$ cat config.mk
export PLATFORM = sky130hd
export DESIGN_NAME = keypad_code_lock
export DESIGN_NICKNAME = d
export VERILOG_FILES = /design/src/rtl/keypad_code_lock.sv
export SDC_FILE = /design/constraint.sdc
export NUM_CORES = 1
export LEC_CHECK = 0
export CAP_MARGIN = 30
export CORE_ASPECT_RATIO = 0.75
export CORE_MARGIN = 3
export CORE_UTILIZATION = 57
export DETAILED_ROUTE_END_ITERATION = 10
export PLACE_DENSITY = 0.8
export SLEW_MARGIN = 15
export SYNTH_ARGS = -nofsm -noshare
export SYNTH_HDL_FRONTEND = slang
export SYNTH_SLANG_ARGS = --single-unit
$ cat constraint.sdc
create_clock -name sys_clk -period 2.9 [get_ports sys_clk]
set_input_delay 0.87 -clock sys_clk [delete_from_list [all_inputs] [get_ports sys_clk]]
set_output_delay 0.87 -clock sys_clk [all_outputs]
set_load 0.02 [all_outputs]
$ cat src/rtl/keypad_code_lock.sv
// rtl/keypad_code_lock.sv - keypad debouncer, PIN entry register and code-check lock FSM
module keypad_code_lock #(
   parameter int                  DIGITS      = 4,
   parameter logic [4*DIGITS-1:0] PASSWORD    = 16'h1234,
   parameter int                  STABLE_CYC  = 16,
   parameter int                  RELEASE_CYC = 16,
   parameter int                  MAX_FAIL    = 3,
   parameter int                  LOCKOUT_CYC = 1000,
   parameter int                  OPEN_CYC    = 5000
) (
   input  logic                         sys_clk,
   input  logic                         sys_rst_n,
   input  logic [3:0]                   key_code,
   output logic                         key_valid,
   output logic [3:0]                   key_val,
   output logic [4*DIGITS-1:0]          entry,
   output logic [$clog2(DIGITS+1)-1:0]  digit_cnt,
   output logic                         unlocked,
   output logic                         fail,
   output logic                         alarm
);

   localparam int SW   = $clog2(STABLE_CYC + 1);
   localparam int RW   = $clog2(RELEASE_CYC + 1);
   localparam int FW   = $clog2(MAX_FAIL + 1);
   localparam int CW   = $clog2(DIGITS + 1);
   localparam int TMAX = (OPEN_CYC > LOCKOUT_CYC) ? OPEN_CYC : LOCKOUT_CYC;
   localparam int TW   = $clog2(TMAX + 1);

   localparam logic [3:0]    K_IDLE    = 4'hF;
   localparam logic [3:0]    K_CLR     = 4'hA;
   localparam logic [3:0]    K_ZERO    = 4'hB;
   localparam logic [3:0]    K_ENT     = 4'hC;
   localparam logic [SW-1:0] STABLE_V  = SW'(STABLE_CYC);
   localparam logic [RW-1:0] RELEASE_V = RW'(RELEASE_CYC);
   localparam logic [FW-1:0] FAIL_V    = FW'(MAX_FAIL);
   localparam logic [CW-1:0] DIGITS_V  = CW'(DIGITS);
   // Timers count down to zero, so the load is one less than the dwell time.
   localparam logic [TW-1:0] OPEN_LOAD = TW'(OPEN_CYC - 1);
   localparam logic [TW-1:0] LOCK_LOAD = TW'(LOCKOUT_CYC - 1);

   typedef enum logic [1:0] {
      ST_ENTRY = 2'd0,
      ST_OPEN  = 2'd1,
      ST_ALARM = 2'd2
   } state_t;

   // Debouncer state
   logic [3:0]    cand_q;
   logic [SW-1:0] stab_q, stab_d;
   logic [RW-1:0] rel_q, rel_d;
   logic          armed_q, armed_d;
   logic          key_valid_d;
   logic [3:0]    key_val_d;

   // Lock state
   state_t                state_q, state_d;
   logic [4*DIGITS-1:0]   entry_d;
   logic [CW-1:0]         digit_cnt_d;
   logic [FW-1:0]         fail_cnt_q, fail_cnt_d;
   logic [TW-1:0]         timer_q, timer_d;
   logic                  fail_d;
   logic                  is_digit;
   logic [3:0]            bcd;

   // Debouncer next state: the stability count includes the sample that started the run
   always_comb begin
      stab_d      = stab_q;
      rel_d       = rel_q;
      armed_d     = armed_q;
      key_valid_d = 1'b0;
      key_val_d   = key_val;
      if (key_code != cand_q) begin
         stab_d = (key_code == K_IDLE) ? '0 : SW'(1);
      end else if (key_code != K_IDLE && stab_q != STABLE_V) begin
         stab_d = stab_q + 1'b1;
      end
      if (key_code == K_IDLE) begin
         rel_d = (rel_q == RELEASE_V) ? rel_q : rel_q + 1'b1;
      end else begin
         rel_d = '0;
      end
      if (key_code == K_IDLE && rel_d == RELEASE_V) begin
         armed_d = 1'b1;
      end
      if (key_code != K_IDLE && stab_d == STABLE_V && armed_q) begin
         armed_d = 1'b0;
         if (key_code >= 4'h1 && key_code <= K_ENT) begin
            key_valid_d = 1'b1;
            key_val_d   = key_code;
         end
      end
   end

   // Debouncer registers
   always_ff @(posedge sys_clk or negedge sys_rst_n) begin
      if (!sys_rst_n) begin
         cand_q    <= K_IDLE;
         stab_q    <= '0;
         rel_q     <= '0;
         armed_q   <= 1'b1;
         key_valid <= 1'b0;
         key_val   <= 4'h0;
      end else begin
         cand_q    <= key_code;
         stab_q    <= stab_d;
         rel_q     <= rel_d;
         armed_q   <= armed_d;
         key_valid <= key_valid_d;
         key_val   <= key_val_d;
      end
   end

   // Lock FSM next state: acts on the registered key event; timer expiry beats any key
   always_comb begin
      state_d     = state_q;
      entry_d     = entry;
      digit_cnt_d = digit_cnt;
      fail_cnt_d  = fail_cnt_q;
      timer_d     = timer_q;
      fail_d      = 1'b0;
      is_digit    = (key_val >= 4'h1 && key_val <= 4'h9) || (key_val == K_ZERO);
      bcd         = (key_val == K_ZERO) ? 4'h0 : key_val;
      case (state_q)
         ST_ENTRY: begin
            if (key_valid) begin
               if (is_digit) begin
                  if (digit_cnt < DIGITS_V) begin
                     entry_d     = {entry[4*DIGITS-5:0], bcd};
                     digit_cnt_d = digit_cnt + 1'b1;
                  end
               end else if (key_val == K_CLR) begin
                  entry_d     = '0;
                  digit_cnt_d = '0;
               end else if (key_val == K_ENT) begin
                  entry_d     = '0;
                  digit_cnt_d = '0;
                  if (digit_cnt == DIGITS_V && entry == PASSWORD) begin
                     state_d    = ST_OPEN;
                     fail_cnt_d = '0;
                     timer_d    = OPEN_LOAD;
                  end else begin
                     fail_d     = 1'b1;
                     fail_cnt_d = (fail_cnt_q == FAIL_V) ? fail_cnt_q : fail_cnt_q + 1'b1;
                     if (fail_cnt_d == FAIL_V) begin
                        state_d = ST_ALARM;
                        timer_d = LOCK_LOAD;
                     end
                  end
               end
            end
         end
         ST_OPEN: begin
            if (timer_q == '0) begin
               state_d = ST_ENTRY;
            end else begin
               timer_d = timer_q - 1'b1;
               if (key_valid && (key_val == K_CLR || key_val == K_ENT)) begin
                  state_d = ST_ENTRY;
               end
            end
         end
         ST_ALARM: begin
            if (timer_q == '0) begin
               state_d    = ST_ENTRY;
               fail_cnt_d = '0;
            end else begin
               timer_d = timer_q - 1'b1;
            end
         end
         default: state_d = ST_ENTRY;
      endcase
   end

   // Lock registers; status outputs are registered from the next state
   always_ff @(posedge sys_clk or negedge sys_rst_n) begin
      if (!sys_rst_n) begin
         state_q    <= ST_ENTRY;
         entry      <= '0;
         digit_cnt  <= '0;
         fail_cnt_q <= '0;
         timer_q    <= '0;
         fail       <= 1'b0;
         unlocked   <= 1'b0;
         alarm      <= 1'b0;
      end else begin
         state_q    <= state_d;
         entry      <= entry_d;
         digit_cnt  <= digit_cnt_d;
         fail_cnt_q <= fail_cnt_d;
         timer_q    <= timer_d;
         fail       <= fail_d;
         unlocked   <= (state_d == ST_OPEN);
         alarm      <= (state_d == ST_ALARM);
      end
   end

endmodule

==> impl.org <==
** GRT
- The first global-routing pass estimated 12650 um of wire.
- Antenna violations before repair :: 0
- The number of global-route vias before repair was about 2700.
- Total track usage :: 0.2316
- Total overflow reported by the global router :: 0
- Entering global routing, the biggest net connects 60 pins.

** Route
- In the final routing, the length of wire on met1 measures approximately 3500 um.
- Highest signal layer in the routed design :: met4
- The routed design uses 3355 um of met2 wire.
- Summed over all nets, wire length on met3 after detailed routing comes to approximately 360 um.
- Starting DRC count in detailed routing :: 181
- Count of antenna-violating nets left after detailed routing :: 0
- Remaining routing DRC violations :: 0
- Summing over every cut layer, the via total after detailed routing is approximately 2900.
- Average routed wire per standard cell :: 14.73 um
- Before antenna repair, the detailed router went through 4 iterations.
- Via/cell ratio :: roughly 5.8
- Routed WL :: between 7000 and 8000 um

** Final layout
- Commonest non-fill, non-tap cell in the layout :: sky130_fd_sc_hd__nand2_1
- Synthesis-to-finish area growth :: 20.55%
- The filler cells instantiated in the layout total 400.
- After routing the design area is roughly 4000 um^2.
- Number of non-filler instances in the completed layout :: 495
- Leading cell types in the layout, fill and taps excluded :: sky130_fd_sc_hd__nand2_1, sky130_fd_sc_hd__dfrtp_1, sky130_fd_sc_hd__clkdlybuf4s50_1
- Of the cells placed in the final design, the portion with a size suffix greater than 1 is 0.1357.
- 0 antenna diodes ended up in the layout.
- The final layout contains between 400 and 500 nets.

** Synthesis
- Cell area after technology mapping :: approximately 3300 um^2
- Fraction of post-synthesis cell area in the top cell type by area :: 0.4034
- Counting flops with a built-in enable in the synthesized netlist gives 0.
- Synthesis produced 370 cells.
- After synthesis, the cell types taking the most area are sky130_fd_sc_hd__dfrtp_1, sky130_fd_sc_hd__nand2_1, sky130_fd_sc_hd__ha_1, sky130_fd_sc_hd__dfstp_2, sky130_fd_sc_hd__a21oi_1.
- In the synthesized netlist the dominant register cell turns out to be sky130_fd_sc_hd__dfrtp_1.
- Fraction of the yosys area taken by sequential cells :: 0.4427
- When the netlist entered floorplanning its net count stood at 388.
- Async set-reset flop share out of synthesis :: 1.000
- Dividing the synthesized area by the synthesized cell count gives between 9 and 10 um^2.
- Number of unique standard cell types used by synthesis :: 58
- The biggest area contributor in the post-synthesis netlist is sky130_fd_sc_hd__dfrtp_1.
- Synthesis warning total :: 0
- The synthesized design contains between 50 and 60 register bits.

** Power and ir drop
- Of the total power, the share spent switching nets is 0.2296.
- Portion of total power attributed to combinational logic :: 0.052
- Of the total power, registers draw 0.500.
- For this design the total switching power over the nets is between 0.3 and 0.4 mW.
- For this design the static power due to leakage is around 1.7 nW.
- Clock network power share :: 0.448
- The internal portion of the total power is ~1.3 mW.
- Pwr/cell area :: about 410 nW/um^2
- VDD sags by at most 0.0003275 V.

** Setup path
- For the worst setup path, the data arrival time is around 3000 ps.
- The worst register-to-register path ends at key_val[2]$_DFFE_PN0P_.
- Crit path required time :: approximately 3100 ps
- Along the worst path, the maximum fanout reaches 9.
- STA classifies the critical path startpoint as an input pin.
- For flop-to-flop paths, the worst setup slack is roughly 500 ps.
- Path depth of the worst reg2reg path :: 8
- Startpoint of the worst register-to-register path :: stab_q[0]$_DFF_PN0_
- Setup crit end kind :: register
- WS Path Type :: in2reg

** Timing
- The number of max-slew violations in the final report was 0.
- Final period util :: 0.9528
- At the pin with the least slew margin, the transition time is 562.3 ps.
- Setup violations remaining at the end of the flow were counted as 0.
- Static timing analysis puts the maximum clock frequency at about 360 MHz.
- The number of endpoints with negative hold slack in the final report was 0.
- Across all hold checks on the routed design, the worst slack comes to between 500 and 600 ps.
- Setup Skew :: ~11 ps
- Minimum clock period after layout :: around 2800 ps
- In this run the tightest slew margin relative to its limit is 0.6251.
- RSZ-0062 raised after global routing :: false

** Die
- During I/O placement, the number of pins put on the boundary was 33.
- From left edge to right edge, the die measures about 95 um.
- Die area :: 6841 um^2
- Num rows :: 23
- Starting utilization of the core area :: 0.6094
- Height of the die :: between 70 and 80 um
- In this run the standard cell core region covers about 5500 um^2.

** Clocking
- After clock tree synthesis, the flow added hold-fix buffers numbering 0.
- Clock latency on the worst-skew pair, taken at its later pin, is roughly 340 ps.
- Counting along the longest clock path gives a buffer depth of 2.
- Once the clock tree was built, the resizer swapped 0 gates to a different size.
- CTS tree :: built
- TritonCTS created 9 clock buffers.
- The tree is rooted in a sky130_fd_sc_hd__clkbuf_8.
- Setup Buffers After CTS :: 0
- TritonCTS Sinks :: a little under 60
- After clock tree synthesis, the clock-pin slew on the worst setup and hold paths is 70 ps.
- CTS built an H-tree with a depth of 3.

** Hold path
- Type of the most critical hold path :: in2async

** Placed design
- The placed instances occupy a cell area of between 3000 and 4000 um^2.
- Detailed placement ended at an HPWL of 5224 um.
- Buffers placed on the I/O ports in this run total 32.
- Once placement completed, the tool counted placed cells totaling 479.
- Global placement routability congestion :: between 0.8 and 0.9

** Run
- The tool flagged a number of max-cap violations equal to 0.

** Run status
- Outcome :: finished clean
## per-stage QoR
step	util	setup TNS (ps)	power, mW	worst slack [ps]
6_report	0.7346	0	1.670	137.0
5_1_grt	0.7346	0	1.741	57.05
4_1_cts	0.7346	0	1.691	155.3
3_5_place_dp	0.6979	-620.2	0.9369	-194.7
3_3_place_gp	0.6979	-289.6	0.9344	-103.2
2_1_floorplan	-	0	0.8916	345.2
## flip-flops by register name, summed over array words and instances (netlist names), 3 cells and up
| signal | count |
|---|---|
| digit_cnt | 3 |
| cand_q | 4 |
| entry | 16 |
| key_val | 4 |
| stab_q | 5 |
| timer_q | 13 |
| rel_q | 5 |
## logic make-up (layout without fill, tap and decap cells)
logic type                 count (synthesis)  in the layout  share of synthesized area
adders and majority gates                 12             12                    0.04483
and+or+nand+nor                          170            170                     0.2690
DFF                                       59             59                     0.4427
AOI/OAI and AO/OA                         76             76                     0.1446
xor gates and xnor gates                  10             10                    0.02615
muxes                                      9              9                    0.02727
buffers and inverters                     34             84                    0.04557
## worst max-delay path by stage
stage / from / to / slack (ps) / cells past startpoint
2_1_floorplan: key_code[1] / key_val[1]$_DFFE_PN0P_ / 350 / 7
3_3_place_gp: key_code[3] / key_val[1]$_DFFE_PN0P_ / -100 / 7
3_5_place_dp: key_code[2] / key_val[1]$_DFFE_PN0P_ / -190 / 7
4_1_cts: key_code[2] / key_val[1]$_DFFE_PN0P_ / 160 / 7
5_1_grt: key_code[2] / key_val[1]$_DFFE_PN0P_ / 60 / 7
6_report: key_code[2] / key_val[1]$_DFFE_PN0P_ / 140 / 7
## cells in the mapped netlist, types with 6 or more instances
cell type and n:
sky130_fd_sc_hd__a21oi_1 21, sky130_fd_sc_hd__nor2_1 25, sky130_fd_sc_hd__ha_1 12, sky130_fd_sc_hd__dfrtp_1 54, sky130_fd_sc_hd__o21ai_1 16, sky130_fd_sc_hd__nand2_1 59
sky130_fd_sc_hd__nor3_1 11, sky130_fd_sc_hd__xnor2_1 6, sky130_fd_sc_hd__clkbuf_1 15, sky130_fd_sc_hd__nor4b_1 6, sky130_fd_sc_hd__o21ai_0 14, sky130_fd_sc_hd__nor4_1 6
sky130_fd_sc_hd__mux2i_1 8, sky130_fd_sc_hd__inv_1 14, sky130_fd_sc_hd__and3_1 9, sky130_fd_sc_hd__nand3_1 13
## worst max-delay path: stages
cell and delay, ps:
sky130_fd_sc_hd__clkdlybuf4s50_1 550, sky130_fd_sc_hd__and4_4 310, sky130_fd_sc_hd__or4_1 140, sky130_fd_sc_hd__a41o_1 260, sky130_fd_sc_hd__nand3_2 130, sky130_fd_sc_hd__or4_1 480, sky130_fd_sc_hd__a22o_1 240
## power groups by stage
stage / clock network (mW) / logic (mW) / registers (mW)
final: 0.749 / 0.0867 / 0.835
after global placement: 0 / 0.0845 / 0.850
after CTS: 0.769 / 0.0880 / 0.835
after global routing: 0.808 / 0.0974 / 0.835
after floorplan: 0 / 0.0423 / 0.849
after detailed placement: 0 / 0.0868 / 0.850
## layer usage
metal | vias to the layer above | global-route usage
met2 | 70 | 0.3679
met4 | 0 | 0.06240
met1 | 1374 | 0.3226
met3 | 13 | 0.05285
li1 | 1403 | -
met5 | - | 0
## final cells by class
cell class / instances / area, um^2 / share of cell area
inverters: 14 / 52.55 / 0.01302
multi-input cells: 277 / 1714 / 0.4245
repair buffers: 54 / 493.0 / 0.1221
well taps: 75 / 93.84 / 0.02324
clock inverters: 6 / 63.81 / 0.01580
clock buffers: 10 / 137.6 / 0.03409
flip-flops and latches: 59 / 1483 / 0.3672
(Power assumes the default switching activity.)
==> edit 1, RTL diff (same settings) <==
`STABLE_CYC`: 16 -> 8.
--- a/src/rtl/keypad_code_lock.sv
+++ b/src/rtl/keypad_code_lock.sv
@@ -4,3 +4,3 @@
    parameter logic [4*DIGITS-1:0] PASSWORD    = 16'h1234,
-   parameter int                  STABLE_CYC  = 16,
+   parameter int                  STABLE_CYC  = 8,
    parameter int                  RELEASE_CYC = 16,
Behaviour: not the same (Yosys sat finds a counterexample within 10 cycles, from zero or initial values and one cycle with sys_rst_n low).
==> edit 1 against the original RTL <==
Critical path depth down 6. First-iteration DRC count down 19%. Area after synthesis down 2.0%. Global-route usage decreased by 0.29 points. Cell area fell by 3.9%. Critical endpoint is now key_val[1]. Largest power group unchanged. Highest routed layer unchanged. Core utilization decreased by 2.5 points. Routed wire length decreased by 4.8%. Sequential cell count down 1. Total power is 2.8% lower. Worst setup slack better by 0.29 ns.
==> edit 1: results (changes against the original RTL) <==
reg2reg_slack_ns: 0.62  # was 0.50 ns
place_ws_ns: 0.0689  # was -0.195 ns
ys_top_cells_by_count: "53 x dfrtp_1, 45 x nand2_1, 21 x nor2_1"  # was 59 x nand2_1, 54 x dfrtp_1, 25 x nor2_1
ir_drop_mv: 0.369  # was 0.327 mV
nNetsFinal: 398  # was 433
drtIter0Drc: 147  # was 181
synthMuxAreaShare: 0.0172  # was 0.0273
grt_util_all_layers: 0.229  # was 0.232
crit_fanout: 10  # was 9
finClkSkew_ns: 0.00733  # was 0.0108 ns
startpoint: "key_val[1]"  # was key_code[2]
max_freq_mhz: 404  # was 362 MHz
place_congestion: 0.854  # was 0.819
timing.rr.start: "state_q[1]"  # was stab_q[0]
finalHoldViolCount: 0  # unchanged
antenna_cells: 0  # unchanged
critPathMaxStageDelay_ns: 0.69  # was 0.55 ns
place_area_sq_um: 3680  # was 3840 sq um
slew_headroom: 0.508  # was 0.625
intPower_mw: 1.28  # was 1.29 mW
async_flop_share: 1.00  # unchanged
top_regs: "entry: 16 flops, timer_q: 13 flops, rel_q: 5 flops"  # was entry: 16 flops, timer_q: 13 flops
syn_nets: 359  # was 388
firstDrtPassIters: 4  # unchanged
cp_top_family: "buffers and inverters"  # was simple AND/OR/NAND/NOR gates
wl_per_cell_microns: 15.1  # was 14.7 microns
status: "finished clean"  # unchanged
yosys_warnings: 0  # unchanged
htree_levels: 3  # unchanged
instances_no_fill: 460  # was 495
p_per_area_nw_per_um2: 418  # was 414 nW/um^2
synthTopCellsByArea: "dfrtp_1 40%, nand2_1 5.1%, ha_1 4.6%"  # was dfrtp_1 40%, nand2_1 6.6%, ha_1 4.5%
dr_total_vias: 2684  # was 2860
cts_buffers: 9  # unchanged
dp_cells: 444  # was 479
reg2reg_depth: 6  # was 8
synthXorXnorAreaFrac: 0.0267  # was 0.0261
grt_pass1_wl_microns: 12000  # was 12700 microns
syn_avg_cell_area_sq_um: 9.62  # was 9.05 sq um
clockPowerShare: 0.458  # was 0.448
r2r-end: "timer_q[3]"  # was key_val[2]
worstPathArrival_ns: 1.61  # was 2.98 ns
synth-compound-area-share: 0.168  # was 0.145
hpwl_microns: 5030  # was 5220 microns
p_leak_nw: 1.61  # was 1.70 nW
grt_max_degree: 35  # was 60
ys_seq_area_frac: 0.444  # was 0.443
clkTransAtPathRegs_ns: 0.06
yosys.area_share.adder: 0.0457  # was 0.0448
layout-drive-gt1-share: 0.148  # was 0.136
ys_types: 66  # was 58
grt_pass1_vias: 2606  # was 2703
crit_end: "key_val[1]"  # unchanged
pg_comb_mw: 0.0595  # was 0.0867 mW
hold_ws_ns: 0.315  # was 0.523 ns
slowest_stage: "clkdlybuf4s50_1"  # unchanged
## edit 1: cell types whose count changed after synthesis, sizes merged, moves of 4 or more
cell    unedited run  this run
a21oi             21        16
a31oi              2         6
and2               5         1
buf                5        10
clkbuf            15         3
inv               14        18
mux2               1         5
mux2i              8         0
nand2             59        47
nor2              26        22
o211ai             0         4
## edit 1: metal layers
layer,part of all wire,vias to the layer above,GRT usage
li1,-,1303,-
met5,0,-,0
met2,0.45,85,0.353
met4,0.012,0,0.0769
met3,0.069,11,0.0640
met1,0.47,1285,0.315
## edit 1: area by class of cell
class,instances,area [sq um]
clock buffers,13,159
clock inverters,3,40.0
fillers,438,1590
inverters,18,67.6
multi-input cells,252,1680
flip-flops and latches,58,1460
well taps,75,93.8
repair buffers,41,383
## edit 1: logic make-up after synthesis
logic type      count (synthesis)
compound gates                 80
xor+xnor                       10
fa+ha+maj                      12
buf+inv                        31
flops                          58
mux                             5
simple gates                  145
==> edit 2, RTL diff (same settings) <==
Made on the original files. `key_val` no longer has a reset.
--- a/src/rtl/keypad_code_lock.sv
+++ b/src/rtl/keypad_code_lock.sv
@@ -102,3 +102,2 @@
          key_valid <= 1'b0;
-         key_val   <= 4'h0;
       end else begin
@@ -109,4 +108,7 @@
          key_valid <= key_valid_d;
-         key_val   <= key_val_d;
-      end
+      end
+   end
+
+   always_ff @(posedge sys_clk) begin
+      key_val <= key_val_d;
    end
Function: same outputs for any inputs over 10 cycles, from zero or initial values and one cycle with sys_rst_n low; that may be too few to reach the edited logic, so the function may still have changed.
==> edit 2 against the original RTL <==
Die area fell by 4.5%. Total power rose by 1.1%. First-iteration DRC count rose by 23%. Fmax rose by 8.9%. Cell area fell by 4.2%. Routed wire length fell by 2.3%. Worst setup slack improved by 0.23 ns. Critical path depth fell by 6. Sequential cell count did not move. Final cell count fell by 8.7%. Area after synthesis fell by 4.9%. Critical path type is now register to primary output. Largest power group unchanged.
==> edit 2: results (changes against the original RTL) <==
slowest_stage: "clkdlybuf4s50_1"  # unchanged
grt_pass1_vias: 2576  # was 2703
top_regs: "entry: 16 flops, timer_q: 13 flops"  # unchanged
syn_nets: 349  # was 388
wirelength_met1_microns: 3390  # was 3500 microns
place_congestion: 0.930  # was 0.819
dr_total_vias: 2691  # was 2860
nNetsFinal: 393  # was 433
hold_class: "register to register"  # was input port to async pin
tightest_slew_ns: 0.625  # was 0.562 ns
cp_top_family: "buffers and inverters"  # was simple AND/OR/NAND/NOR gates
slew_viol_final: 0  # unchanged
place_area_sq_um: 3660  # was 3840 sq um
critPathMaxStageDelay_ns: 0.70  # was 0.55 ns
wl_per_cell_microns: 15.8  # was 14.7 microns
firstDrtPassIters: 6  # was 4
ys_top_cells_by_count: "50 x dfrtp_1, 41 x nand2_1, 23 x o21ai_0"  # was 59 x nand2_1, 54 x dfrtp_1, 25 x nor2_1
reg2reg_depth: 5  # was 8
grt_pass1_wl_microns: 12500  # was 12700 microns
worstPathArrival_ns: 1.67  # was 2.98 ns
wl_met2_microns: 3180  # was 3360 microns
p_sw_mw: 0.348  # was 0.383 mW
ys_types: 64  # was 58
ys_seq_area_frac: 0.472  # was 0.443
synth_edf_count: 4  # was 0
grt_max_degree: 29  # was 60
top_layer: "met4"  # unchanged
fillerInstances: 364  # was 400
dr_wl_met3_microns: 460  # was 359 microns
p_leak_nw: 1.58  # was 1.70 nW
finClkSkew_ns: 0.00873  # was 0.0108 ns
antenna_cells: 0  # unchanged
grt_util_all_layers: 0.238  # was 0.232
ir_drop_mv: 0.405  # was 0.327 mV
crit_fanout: 13  # was 9
layout-drive-gt1-share: 0.121  # was 0.136
cts_buffers: 9  # unchanged
drtIter0Drc: 223  # was 181
async_flop_share: 0.932  # was 1.00
htree_levels: 3  # unchanged
synthTopCellsByArea: "dfrtp_1 39%, nand2_1 4.8%, ha_1 4.7%"  # was dfrtp_1 40%, nand2_1 6.6%, ha_1 4.5%
hpwl_microns: 5150  # was 5220 microns
status: "finished clean"  # unchanged
==> edit 2: area by class of cell <==
class,instances,area share
multi-input cells,241,0.404
flip-flops and latches,59,0.388
repair buffers,46,0.113
clock buffers,11,0.0340
well taps,72,0.0233
clock inverters,5,0.0201
inverters,18,0.0175
==> edit 2: routing by layer <==
metal | up-vias | global-route usage
li1 | 1300 | -
met1 | 1287 | 0.331
met2 | 90 | 0.350
met3 | 14 | 0.0935
met4 | 0 | 0.0593
met5 | - | 0
==> edit 2: logic make-up after synthesis <==
logic type	Yosys count	share of synthesized area
and+or+nand+nor	138	0.244
AOI/OAI and AO/OA	80	0.165
DFF	59	0.472
buffers and inverters	31	0.0420
adders and majority gates	12	0.0471
xor gates and xnor gates	10	0.0275
muxes	1	0.00314
==> edit 2: through the flow <==
step           hold slack (ns)  utilization  std cells  setup slack (ns)
6_report                 0.513        0.752        452             0.363
5_1_grt                  0.530        0.752        452             0.259
4_1_cts                  0.514        0.752        452             0.355
3_5_place_dp             0.495        0.711        436            0.0232
3_3_place_gp             0.491        0.709        435            0.0941
2_1_floorplan            0.465            -        331             0.361
==> edit 2: power by group through the flow <==
stage / clock [mW] / sequential, mW / combinational, mW
after floorplan: 0 / 0.857 / 0.0180
after global placement: 0 / 0.858 / 0.0546
after detailed placement: 0 / 0.858 / 0.0568
after CTS: 0.806 / 0.843 / 0.0569
after global routing: 0.846 / 0.843 / 0.0628
final: 0.791 / 0.843 / 0.0557
==> edit 2: path summary, 6_finish.rpt <==
check	start	to	slack, ns
worst max-delay path	key_val[2]	key_val[2]	0.36
worst min-delay path	fail_cnt_q[0]	fail_cnt_q[0]	0.51
worst max register to register	key_val[1]	timer_q[10]	0.66
worst min register to register	fail_cnt_q[0]	fail_cnt_q[0]	0.51
max in group asynchronous	sys_rst_n	armed_q	1.71
min in group asynchronous	sys_rst_n	entry[10]	0.55
